`src/rtl/select_parents.sv`:
```
// rtl/select_parents.sv - collects one tour distance per member, reports the two shortest
module select_parents #(
    parameter int POP_SIZE = 8,
    parameter int IDX_W    = 3,
    parameter int DIST_W   = 12
) (
    input  logic              clk,
    input  logic              reset,
    input  logic              start,
    input  logic              dist_valid,
    input  logic [DIST_W-1:0] dist_in,
    output logic [IDX_W:0]    count,
    output logic              busy,
    output logic              sel_done,
    output logic [IDX_W-1:0]  best_idx,
    output logic [DIST_W-1:0] best_dist,
    output logic [IDX_W-1:0]  second_idx,
    output logic [DIST_W-1:0] second_dist,
    output logic              overflow
);

    typedef enum logic [1:0] {IDLE, COLLECT, SCAN, DONE} state_t;

    state_t            state;
    state_t            state_next;
    logic [DIST_W-1:0] mem [POP_SIZE];
    logic [IDX_W-1:0]  scan_ptr;
    logic [DIST_W-1:0] cur;
    logic              last_accept;
    logic              scan_last;
    logic              accept;

    assign accept      = (state == COLLECT) && dist_valid && !start;
    assign last_accept = accept && (count == (IDX_W+1)'(POP_SIZE - 1));
    assign scan_last   = (scan_ptr == IDX_W'(POP_SIZE - 1));
    assign cur         = mem[scan_ptr];
    assign busy        = (state == COLLECT) || (state == SCAN);
    assign sel_done    = (state == DONE);

    // State register
    always_ff @(posedge clk) begin
        if (reset) begin
            state <= IDLE;
        end else begin
            state <= state_next;
        end
    end

    // Next-state: start always (re)enters COLLECT; DONE lasts one cycle
    always_comb begin
        state_next = state;
        case (state)
            IDLE:    if (start) state_next = COLLECT;
            COLLECT: begin
                if (start)            state_next = COLLECT;
                else if (last_accept) state_next = SCAN;
            end
            SCAN: begin
                if (start)          state_next = COLLECT;
                else if (scan_last) state_next = DONE;
            end
            DONE:    state_next = start ? COLLECT : IDLE;
            default: state_next = IDLE;
        endcase
    end

    // Distance storage; contents are don't-care after reset
    always_ff @(posedge clk) begin
        if (accept) begin
            mem[count[IDX_W-1:0]] <= dist_in;
        end
    end

    // Counters, overflow flag and running best/second-best during SCAN
    always_ff @(posedge clk) begin
        if (reset) begin
            count       <= '0;
            overflow    <= 1'b0;
            scan_ptr    <= '0;
            best_idx    <= '0;
            best_dist   <= '0;
            second_idx  <= '0;
            second_dist <= '0;
        end else if (start) begin
            // A dist arriving with start outside COLLECT is still a stray
            count    <= '0;
            scan_ptr <= '0;
            overflow <= (state != COLLECT) && dist_valid;
        end else begin
            case (state)
                COLLECT: begin
                    scan_ptr <= '0;
                    if (dist_valid) begin
                        count <= count + (IDX_W+1)'(1);
                    end
                end
                SCAN: begin
                    if (dist_valid) begin
                        overflow <= 1'b1;
                    end
                    scan_ptr <= scan_ptr + IDX_W'(1);
                    if (scan_ptr == '0) begin
                        best_dist <= cur;
                        best_idx  <= '0;
                    end else if (scan_ptr == IDX_W'(1)) begin
                        // second is still stale here, so the new entry fills it unconditionally
                        if (cur < best_dist) begin
                            best_dist   <= cur;
                            best_idx    <= scan_ptr;
                            second_dist <= best_dist;
                            second_idx  <= best_idx;
                        end else begin
                            second_dist <= cur;
                            second_idx  <= scan_ptr;
                        end
                    end else if (cur < best_dist) begin
                        best_dist   <= cur;
                        best_idx    <= scan_ptr;
                        second_dist <= best_dist;
                        second_idx  <= best_idx;
                    end else if (cur < second_dist) begin
                        second_dist <= cur;
                        second_idx  <= scan_ptr;
                    end
                end
                default: begin
                    if (dist_valid) begin
                        overflow <= 1'b1;
                    end
                end
            endcase
        end
    end

endmodule

```
`config.mk`:
```
export PLATFORM = sky130hd
export DESIGN_NAME = select_parents
export DESIGN_NICKNAME = d
export VERILOG_FILES = /design/src/rtl/select_parents.sv
export SDC_FILE = /design/constraint.sdc
export NUM_CORES = 1
export LEC_CHECK = 0
export CELL_PAD_IN_SITES_DETAIL_PLACEMENT = 1
export CELL_PAD_IN_SITES_GLOBAL_PLACEMENT = 1
export CORE_AREA = 3 3 139 141
export DETAILED_ROUTE_END_ITERATION = 16
export DIE_AREA = 0 0 142 144
export PLACE_DENSITY_LB_ADDON = 0.1
export SLEW_MARGIN = 20
export SYNTH_ARGS = -nofsm -noshare
export SYNTH_HDL_FRONTEND = slang
export SYNTH_SLANG_ARGS = --single-unit
```
`constraint.sdc`:
```
create_clock -name clk -period 4.7 [get_ports clk]
set_input_delay 0.94 -clock clk [delete_from_list [all_inputs] [get_ports clk]]
set_output_delay 0.94 -clock clk [all_outputs]
set_load 0.005 [all_outputs]
```
==> out/qor.yml <==
outcome:
  status: "finished clean"
synthesis:
  yosysTopAreaCell: "edfxtp_1"
  synth_edf_count: 96
  ys_ff_latch: 139
  yosysWarnings: 0
  synth_cells: 461
  synthDistinctLibCells: 39
  ys_async_sr_fraction_pct: 0
  synth_nets: 509
  synth_area_mm2: 0.00629
  ys.flop_type: "edfxtp_1"
  seq_area_frac_synth_pct: 59.5
  avgSynthCellArea_um2: 13.7
  yosysTopAreaCellShare_pct: 45.8
  synthTopCellsByArea: "edfxtp_1 46%, dfxtp_1 14%, mux4_2 8.6%, ha_1 6.4%, a21oi_1 3.4%"
drt:
  drt-initial-drc-count: 261
  dr_wl_met2_mm: 7.68
  antenna_left: 0
  drt-met1-wl_mm: 6.77
  topRoutingLayerUsed: "met4"
  wl_mm: 15.0
  drt_first_pass_iters: 4
  vias: 3915
  drc: 0
  vias_per_cell: 5.09
  routedWlPerCell_um: 19.6
  met3_length_um: 416
run:
  cap_violations: 0
setup_path:
  worst_ep_required_time_ns: 5.04
  arrival_ns: 4.17
  worstReg2RegEnd: "second_dist[11]"
  worst-path-max-fanout: 24
  rr_worst_depth: 12
  path_class: "reg -> reg"
  end_kind: "flip-flop"
  startpoint_type: "flip-flop"
  r2r_slack_ns: 0.87
floorplanning:
  die_x_um: 142
  die_h_um: 144
  fp-row-count: 49
  die_area_mm2: 0.0204
  core_area_mm2: 0.0181
  start_util_pct: 34.8
  ios: 53
clock_tree:
  post-cts-setup-buffer-count: 0
  htreeDepth: 4
  cts-root-buf: "clkbuf_16"
  path_clk_slew_ns: 0.06
  insertion_delay_ns: 0.42
  cts_resized: 0
  cts_sinks: 139
  cts_tree: "built"
  clockBufferDepth: 2
  cts_hold_buf: 0
  cts_buffers: 17
power_and_ir_drop:
  peakVddDrop_uv: 252
  power_leakage_uw: 0.00253
  power_density_mw_per_mm2: 350
sta:
  fin_ws_ns: 0.871
  rsz0062_at_grt: "false"
  drv_slew: 0
  fin_crit_sh_pct: 81.5
  fin_worst_skew_ns: 0.0101
  slew_headroom_pct: 50.0
  hold_ws_ns: 0.476
  finalCriticalPeriod_ns: 3.83
  tns_ns: 0
  max_freq_mhz: 261
  finalHoldViolCount: 0
  setup_viol_count_final: 0
  worst_pin_slew_ns: 0.750
cells_and_area:
  regArea_mm2: 0.00374
  final_cell_area_mm2: 0.00769
  nFillCells: 1839
  drive_gt1_share_pct: 17.2
  area_growth_pct: 22.1
  multi_input_area_mm2: 0.00234
  fin_nets: 575
  antenna_cells: 0
  fin_util_pct: 42.5
global_route:
  grt_use_total_pct: 15.7
  gr-total-overflow: 0
  grt_max_degree: 46
  grt_pass1_wl_mm: 24.1
  grt_antenna_before_repair: 0
  grt_pass1_vias: 4180
placed_design:
  place_ws_ns: 0.812
  routabilityCongestion: 0.774
  dpl.hpwl_mm: 10.3
  place_area_mm2: 0.00712
  portBuffers: 52
worst_hold_path:
  holdPathEnd: "overflow"
  hold_depth: 2
  hp-start: "overflow"
  hold_path_class: "reg -> reg"
## how the worst max path moves through the flow
stage                         start               to  cells after the start
after floorplan           flip-flop   second_dist[0]                     11
after global placement    flip-flop   second_dist[5]                     11
after detailed placement  flip-flop  second_dist[11]                     11
after CTS                 flip-flop  second_dist[11]                     11
after global routing      flip-flop  second_dist[11]                     12
final                     flip-flop  second_dist[11]                     12
## routing by layer
| metal | vias to the layer above | track usage (%) |
|---|---|---|
| met5 | - | 0 |
| met4 | 0 | 5.45 |
| met3 | 12 | 3.37 |
| met2 | 58 | 27.0 |
| met1 | 1968 | 19.6 |
| li1 | 1877 | - |
## where the power goes
part           internal (µW)  leakage, µW  switching (µW)  total (µW)
logic                   46.5      0.00105            61.4         108
clock network            735     0.000266             534        1270
registers               1310      0.00121            3.38        1320
## cells in the final DEF (no fill, tap or decap), drive strengths merged, types with 2 or more instances in the layout
cell type and instances:
clkdlybuf4s50 52, inv 32, or3 2, nand3 13
mux2i 11, nor2 18, xor2 2, o21a 2
o211ai 3, edfxtp 96, clkinvlp 4, ha 32
nand2 10, a211o 11, nand4 4, a221oi 2
dfxtp 43, buf 16, clkbuf 17, clkinv 6
a21oi 43, nor3 26, mux4 24, a211oi 5
nor2b 7, o21ai 12, nand2b 21, mux2 16
## worst max-delay path: stages, from the launching register on
cell      delay, ns
dfxtp_1        0.31
buf_4          0.43
mux4_2         0.57
mux2_2         0.33
ha_1           0.31
nand4_1        0.13
a211oi_1       0.26
buf_4          0.18
o21a_1         0.23
nor2_4         0.06
o31ai_4        0.42
buf_4          0.29
mux2i_1        0.21
## logic make-up (layout without fill, tap and decap cells)
group / after synthesis / in the layout / share of synthesized area [%]
AOI/OAI and AO/OA: 83 / 83 / 8.47
xor gates and xnor gates: 3 / 3 / 0.417
adders and majority gates: 32 / 32 / 6.36
buffers and inverters: 49 / 128 / 3.32
DFF: 139 / 139 / 59.5
muxes: 51 / 51 / 13.3
and+or+nand+nor: 104 / 104 / 8.71
## per-stage QoR
stage / instances / power (µW)
5_1_grt: 769 / 2800
2_1_floorplan: 461 / 1400
3_3_place_gp: 737 / 1450
6_report: 769 / 2690
3_5_place_dp: 737 / 1450
4_1_cts: 769 / 2740
## sequential cells by signal, indices dropped and copies added, names as in the netlist, named ones only
name,count
best_idx,3
state,2
mem,96
overflow,1
second_idx,3
count,4
best_dist,12
second_dist,12
scan_ptr,3
## cell type report
cell class	instances	area share [%]
clock inverters	15	1.84
flip-flops and latches	139	48.7
repair buffers	68	8.33
multi-input cells	273	30.5
well taps	229	3.73
inverters	28	1.37
clock buffers	17	5.53
## Yosys cell counts (all sizes together) (3+ instances only)
| master | n |
|---|---|
| clkbuf | 14 |
| buf | 7 |
| dfxtp | 43 |
| nand3 | 13 |
| a21oi | 43 |
| inv | 28 |
| a211o | 11 |
| mux2i | 11 |
| nand2b | 21 |
| o21ai | 12 |
| mux4 | 24 |
| nand2 | 10 |
| nor3 | 26 |
| ha | 32 |
| mux2 | 16 |
| edfxtp | 96 |
| o211ai | 3 |
| nand4 | 4 |
| nor2b | 7 |
| nor2 | 18 |
| a211oi | 5 |
No activity file was read; power rests on OpenSTA's default activity.
